--- config.mk ---
export PLATFORM = sky130hd
export DESIGN_NAME = booth_seq_divider
export DESIGN_NICKNAME = d
export VERILOG_FILES = /design/src/rtl/booth_seq_divider.sv
export SDC_FILE = /design/constraint.sdc
export NUM_CORES = 1
export LEC_CHECK = 0
export ABC_CLOCK_PERIOD_IN_PS = 18300
export BUFFER_PORTS_ARGS = -buffer_cell sky130_fd_sc_hd__buf_2
export CAP_MARGIN = 20
export CORE_MARGIN = 2
export CORE_UTILIZATION = 45
export CTS_CLUSTER_DIAMETER = 150
export DETAILED_ROUTE_END_ITERATION = 10
export MAX_ROUTING_LAYER = met4
export PLACE_DENSITY_LB_ADDON = 0.3
export SLEW_MARGIN = 30
export SYNTH_ARGS = -nofsm -noshare
export SYNTH_HDL_FRONTEND = slang
export SYNTH_SLANG_ARGS = --single-unit
--- constraint.sdc ---
create_clock -name clk -period 18.3 [get_ports clk]
set_clock_uncertainty 0.15 [all_clocks]
set_input_delay 5.49 -clock clk [delete_from_list [all_inputs] [get_ports clk]]
set_output_delay 5.49 -clock clk [all_outputs]
set_load 0.02 [all_outputs]
--- src/rtl/booth_seq_divider.sv ---
// booth_seq_divider
//   Sequential radix-2 non-restoring divider, one quotient bit per cycle.
//   It uses the same valid/ready operand and result handshake as the
//   radix-4 Booth multiplier that sits beside it in the arithmetic unit.
//
// Ports
//   clk        rising-edge clock
//   reset      asynchronous, active-high; discards any in-flight operation
//   in_valid   operands A, B valid
//   in_ready   block can accept operands (high only in IDLE)
//   A, B       dividend, divisor (N bits)
//   out_valid  Q, R, DZ valid; held until out_ready
//   out_ready  consumer accepts result
//   Q, R       quotient, remainder (registered)
//   DZ         divide-by-zero flag (registered)
//
// Optional feature
//   BOOTH_DIV_SIGNED_EN  defined: two's-complement operands, quotient truncates
//                        toward zero, remainder takes the dividend's sign.
//                        undefined: unsigned operands and results.
//
// state | meaning
// IDLE  | waiting for operands, in_ready high
// CALC  | one non-restoring iteration per cycle, N cycles
// FIX   | final remainder restore and sign correction, results loaded
// DONE  | out_valid high, waiting for out_ready
module booth_seq_divider #(
  parameter int N = 32
) (
  input  logic       clk,
  input  logic       reset,
  input  logic       in_valid,
  output logic       in_ready,
  input  logic [N:1] A,
  input  logic [N:1] B,
  output logic       out_valid,
  input  logic       out_ready,
  output logic [N:1] Q,
  output logic [N:1] R,
  output logic       DZ
);

  localparam int CW = $clog2(N);

  typedef enum logic [1:0] {IDLE, CALC, FIX, DONE} state_t;

  state_t state, state_nxt;

  logic [N:1]    d;
  logic [N:1]    qr;
  // Partial remainder carries one bit beyond N+1: with a full-width divisor
  // the shifted value 2P+bit spans [-2D, 2D), which would overflow N+1 bits.
  logic [N+2:1]  p;
  logic [CW-1:0] cnt;

  logic          accept;
  logic          b_zero;
  logic [N:1]    a_mag;
  logic [N:1]    b_mag;
  logic [N+2:1]  p_sh;
  logic [N+2:1]  d_ext;
  logic [N+2:1]  p_nxt;
  logic [N:1]    r_mag;
  logic [N:1]    q_fix;
  logic [N:1]    r_fix;

`ifdef BOOTH_DIV_SIGNED_EN
  logic neg_q;
  logic neg_r;
`endif

  assign accept = in_valid && in_ready;
  assign b_zero = (B == '0);

  always_comb begin
`ifdef BOOTH_DIV_SIGNED_EN
    a_mag = A[N] ? ({N{1'b0}} - A) : A;
    b_mag = B[N] ? ({N{1'b0}} - B) : B;
`else
    a_mag = A;
    b_mag = B;
`endif
  end

  // One iteration: shift {P,Qreg} left, then subtract or add D depending on
  // the sign of P before the shift.
  always_comb begin
    p_sh  = {p[N+1:1], qr[N]};
    d_ext = {2'b00, d};
    p_nxt = p[N+2] ? (p_sh + d_ext) : (p_sh - d_ext);
  end

  // A negative final P is restored by adding D back; the result lies in
  // [0, D), so the low N bits of the sum are exact.
  assign r_mag = p[N+2] ? (p[N:1] + d) : p[N:1];

  always_comb begin
`ifdef BOOTH_DIV_SIGNED_EN
    q_fix = neg_q ? ({N{1'b0}} - qr)    : qr;
    r_fix = neg_r ? ({N{1'b0}} - r_mag) : r_mag;
`else
    q_fix = qr;
    r_fix = r_mag;
`endif
  end

  // State register
  always_ff @(posedge clk or posedge reset) begin
    if (reset) state <= IDLE;
    else       state <= state_nxt;
  end

  // Next-state logic
  always_comb begin
    state_nxt = state;
    case (state)
      IDLE: if (accept) state_nxt = b_zero ? DONE : CALC;
      CALC: if (cnt == '0) state_nxt = FIX;
      FIX:  state_nxt = DONE;
      DONE: if (out_ready) state_nxt = IDLE;
      default: state_nxt = IDLE;
    endcase
  end

  // Output logic
  always_comb begin
    in_ready  = (state == IDLE);
    out_valid = (state == DONE);
  end

  // Datapath
  always_ff @(posedge clk or posedge reset) begin
    if (reset) begin
      d     <= '0;
      qr    <= '0;
      p     <= '0;
      cnt   <= '0;
      Q     <= '0;
      R     <= '0;
      DZ    <= 1'b0;
`ifdef BOOTH_DIV_SIGNED_EN
      neg_q <= 1'b0;
      neg_r <= 1'b0;
`endif
    end else begin
      case (state)
        IDLE: begin
          if (accept) begin
            if (b_zero) begin
              Q  <= '1;
              R  <= A;
              DZ <= 1'b1;
            end else begin
              d   <= b_mag;
              qr  <= a_mag;
              p   <= '0;
              cnt <= CW'(N - 1);
`ifdef BOOTH_DIV_SIGNED_EN
              neg_q <= A[N] ^ B[N];
              neg_r <= A[N];
`endif
            end
          end
        end
        CALC: begin
          p  <= p_nxt;
          qr <= {qr[N-1:1], ~p_nxt[N+2]};
          if (cnt != '0) cnt <= cnt - CW'(1);
        end
        FIX: begin
          Q  <= q_fix;
          R  <= r_fix;
          DZ <= 1'b0;
        end
        default: ;
      endcase
    end
  end

endmodule

# Word level (Yosys, flattened, before mapping)

Cells that the tools add are included.

Add/subtract/negate cells: 4
Equal/unequal tests: 9
Multiplexer cells: 26
Bitwise operators: 2
Reductions and logical operators: 12

Operators by type and width:

| kind                  | number |
|---|---|
| $mux W32              | 7 |
| $pmux W32 S2          | 3 |
| $mux W34              | 3 |
| $pmux W34 S2          | 1 |
| $add A34 B32 Y34      | 1 |
| $sub A34 B32 Y34      | 1 |
| $add A32 B32 Y32      | 1 |
| $logic_not A32 Y1     | 1 |
| $mux W5               | 3 |
| $reduce_and A3 Y1     | 4 |
| $pmux W5 S2           | 1 |
| $mux W2               | 4 |
| $pmux W2 S4           | 1 |
| $ne A2 B1 Y1 const B  | 3 |
| $ne A2 B2 Y1 const B  | 3 |
| $logic_not A5 Y1      | 1 |
| $reduce_bool A5 Y1    | 1 |
| $sub A5 B1 Y5 const B | 1 |
| $eq A2 B2 Y1 const B  | 2 |
| $reduce_and A4 Y1     | 1 |
| $reduce_bool A2 Y1    | 2 |
| $eq A2 B1 Y1 const B  | 1 |
| $logic_not A2 Y1      | 1 |
| $mux W1               | 2 |
| other kinds (3)       | 4 |

Flip-flop bits (word level): 170
Output and inout port bits: 67
Word-level logic and storage cells: 61

# Logic depth before layout (Yosys ltp)

Depth in word-level cells: 4
Gate-level depth with buffers: 17
Gate-level depth less buffers: 17

# Worst setup path before layout

No wires, ideal clock.

Kind: in2reg
Start point: input B[27] in the netlist's numbering
End point: register R[32] in the netlist's numbering
Library setup time: 0.124 ns
Arrival time: 7.187 ns
Data required time: 18.026 ns
Path slack: 10.839 ns
Stages: 7
Buffers on the path: 2
Cells stage by stage: nor4_1 nand2_1 nor4_4 a31oi_1 clkbuf_1 buf_2 a211o_1

Cells in the longest elaborated chain, start to end: 3

RTL lines:

| item                               | RTL line | source |
|---|---|---|
| from (decl)                        | 35       | `input logic [N:1] B,` |
| $logic_not A32 Y1                  | 73       | `assign b_zero = (B == '0);` |
| $ne A2 B1 Y1 (no source line)      | -        |  |
| $reduce_and A3 Y1 (no source line) | -        |  |
| to (signal assigned)               | 172      | `R <= r_fix;` |
| to (decl)                          | 39       | `output logic [N:1] R,` |

No other way between the ends.
A chain may end at the register's enable or synchronous reset.

# Worst setup path after layout

Start point: input B[6] in the netlist's numbering
End point: register R[31] in the netlist's numbering

The elaborated chain is that of the path after synthesis.

==> impl_metrics.csv <==
group,metric,value,unit
critical_path,r2r-start,"d[6]$_DFFE_PP0P_",
timing,maxSlewHeadroom,0.370,
clocking,root_buffer,"clkbuf_16",
route,ant_nets,0,
timing,fmax,118,MHz
outcome,status,"finished clean",
floorplanning,ios,135,
global_routing,grt_max_degree,90,
critical_path,r2r_cells,14,
final_layout,layout.nets,1563,
yosys,ys.flop_type,"dfrtp_1",
global_routing,grt_usage,0.254,
critical_path,r2r-end,"p[31]$_DFFE_PP0P_",
yosys,synth_top_family_by_area,"compound AO/OA/AOI/OAI gates",
yosys,synth_area,11500,µm²
route,wire_per_inst,18.7,µm
pwr,p_per_area,221,nW/µm²
global_routing,first_global_vias,9758,
global_routing,grt_pass1_wl,52500,µm
floorplanning,die_h,164,µm
clocking,ctsHoldBuffers,0,
clocking,htree_levels,4,
route,finalWirelength,33000,µm
route,route.detailed.drc,0,
clocking,clockBufferDepth,2,
clocking,postCtsResizedCells,0,
yosys,synth-simple-area-share,0.158,
pwr,ir_worst_vdd,0.0867,mV
pwr,leakagePower,5.86,nW
yosys,synth_area_per_cell,8.71,µm²
yosys,syn_nets,1466,
critical_path,cpMostUsedCell,"nand2_1",
yosys,synthCells,1325,
critical_path,slowest_delay,0.64,ns
yosys,async_flop_share,1.00,
final_layout,n_antenna_cell,0,
route,first_pass_iters,5,
flow_run,drv_cap,0,
critical_path,startpoint_type,"input port",
floorplanning,die_w,164,µm
floorplanning,die_area,27000,µm²
floorplanning,core,25200,µm²
timing,slew_violations,0,
yosys,synth_cell_types,84,
clocking,path_clk_slew,0.08,ns
yosys,yosys.area.top_type,"dfrtp_1",
place,port_buffers,134,
yosys,synth_area_leaders,"dfrtp_1, ha_1, a21oi_1, nor2_1, o21ai_0",
yosys,synth_compound_area_frac,0.258,
clocking,cts_sinks,170,
critical_path,crit_chain,"buf_2 -> nor4_1 -> nand2_1 -> nor4_4 -> a31o_4 -> buf_4 -> nand2_1 -> or3_1 -> mux2i_1 -> nor2_1",
floorplanning,fp-row-count,58,
final_layout,drive_gt1_frac,0.165,
route,vias_per_cell,5.91,
timing,fin_crit_sh,0.462,
yosys,synthMuxAreaShare,0.0426,
timing,hold_viol_final,0,
critical_path,cp-end-kind,"flop",
worst_hold_path,hp-class,"flop to flop",
timing,fin_crit,8.46,ns
critical_path,critPathKind,"input port to flop",
clocking,cts_made_buffers,17,
final_layout,area_growth,13.6,%
clocking,insertion_delay,0.44,ns
final_layout,finalCoreUtilization,0.521,
route,vias,10400,
timing,fin_tns_setup,0,ns
floorplanning,start_util,0.458,
worst_hold_path,hold_start,"R[5]$_DFFE_PP0P_",
critical_path,cp.required,18.47,ns
place,gp_congestion,0.933,
yosys,synth_seq_cells,170,
yosys,synth_top_area_frac,0.368,
global_routing,grt_overflow,0,
clocking,post_cts_buffers,0,
critical_path,rrSetupSlack,13.51,ns
critical_path,arrival,8.64,ns
yosys,synth-edff-count,0,
route,drt_iter0_drc,1016,
timing,rsz0062_at_grt,"no",
yosys,synth-xor-area-share,0.0478,
yosys,yosysWarningCount,0,
critical_path,cp_max_fo,89,
worst_hold_path,whs_path_depth,2,
critical_path,critPathSlowestCell,"nor4_4",
yosys,seq_area_frac_synth,0.368,
timing,finalSetupViolations,0,
global_routing,grt_antenna_before_repair,0,
yosys,synth-adder-area-share,0.0804,
place,hpwlAfterDp,24600,µm
timing,tightest_slew,0.944,ns
clocking,cts_tree,"built",
worst_hold_path,whs_endpoint,"R[5]$_DFFE_PP0P_",
layout by cell type, fill, tap and decap left out, drive strengths merged, types with 4 or more instances in the layout:
cell type / count
nand2: 100
a211o: 5
nand4: 8
nor2b: 13
a41oi: 4
mux2: 33
nor3: 27
nand3: 25
dfrtp: 170
o21bai: 6
xor2: 39
nand2b: 14
and3: 18
nor4: 19
xnor2: 24
buf: 146
o22ai: 38
inv: 70
a211oi: 17
o41ai: 7
a31oi: 48
clkbuf: 17
a21o: 34
clkinv: 7
a21oi: 119
o31a: 6
mux2i: 12
a22o: 8
nor2: 125
o211ai: 9
or3: 14
o21a: 20
o21ai: 87
ha: 71
o31ai: 19
or4: 4
final cells by class:
cell class                 count  area, µm²
inverter                      64        245
timing repair buffer         146        801
clock buffer                  17        425
multi-input combinational   1023       6820
tap                          330        413
clock inverter                14        151
fill                        2349      12100
sequential                   170       4260
critical path: cells and delay by family:
family          cells  cell delay (ns)
compound gates      1             0.24
buf+inv             2             0.73
mux                 1             0.15
simple gates        6             1.95
worst max-delay path by stage:
| stage | from | endpoint | slack, ns |
|---|---|---|---|
| after floorplan | reset | DZ$_DFFE_PP0P_ | 8.06 |
| after global placement | B[26] | R[31]$_DFFE_PP0P_ | 9.44 |
| after detailed placement | B[6] | R[31]$_DFFE_PP0P_ | 9.40 |
| after CTS | B[6] | R[31]$_DFFE_PP0P_ | 9.85 |
| after global routing | B[2] | R[29]$_DFFE_PP0P_ | 9.63 |
| final | B[6] | R[31]$_DFFE_PP0P_ | 9.84 |
synth_stat cells, drive strengths merged (27+ instances only):
master  number
dfrtp      170
nor2       125
a21oi      119
nand2      100
o21ai       87
ha          71
inv         63
clkbuf      50
a31oi       48
xor2        39
o22ai       38
a21o        34
mux2        33
nor3        27
cell families (layout without fill, tap and decap cells):
| logic type | Yosys count | after routing |
|---|---|---|
| and+or+nand+nor | 383 | 383 |
| AOI/OAI and AO/OA | 459 | 459 |
| DFF | 170 | 170 |
| buffers and inverters | 132 | 241 |
| xor gates and xnor gates | 63 | 63 |
| adders and majority gates | 73 | 73 |
| muxes | 45 | 45 |
where the power goes:
group          internal, mW  switching [mW]
Sequential            0.541           0.187
Clock                 0.182           0.175
Combinational         0.705            1.11
routing by layer:
layer  track usage  vias up  wire (µm)
met5             -        -          0
met4        0.0598        0        444
met3        0.0407       25       2270
met2         0.380      339      14500
met1         0.360     4974      15800
li1              -     5083          -
stage by stage:
stage	instances	power, mW	setup WS (ns)	hold slack, ns	cell area (µm²)
finish	1764	2.90	9.84	0.328	13100
global route	1764	3.14	9.63	0.351	13100
CTS	1764	2.89	9.85	0.335	13100
detailed placement	1733	2.52	9.40	0.311	12500
global placement	1731	2.48	9.44	0.298	12500
floorplan	1325	2.05	8.06	0.309	11500
sequential cells by signal, indices dropped and copies added, names as in the netlist:
name	flops
state	2
cnt	5
d	32
q_fix	32
Q	32
DZ	1
p	34
R	32
Note: power is estimated with default switching activity, not from simulation.
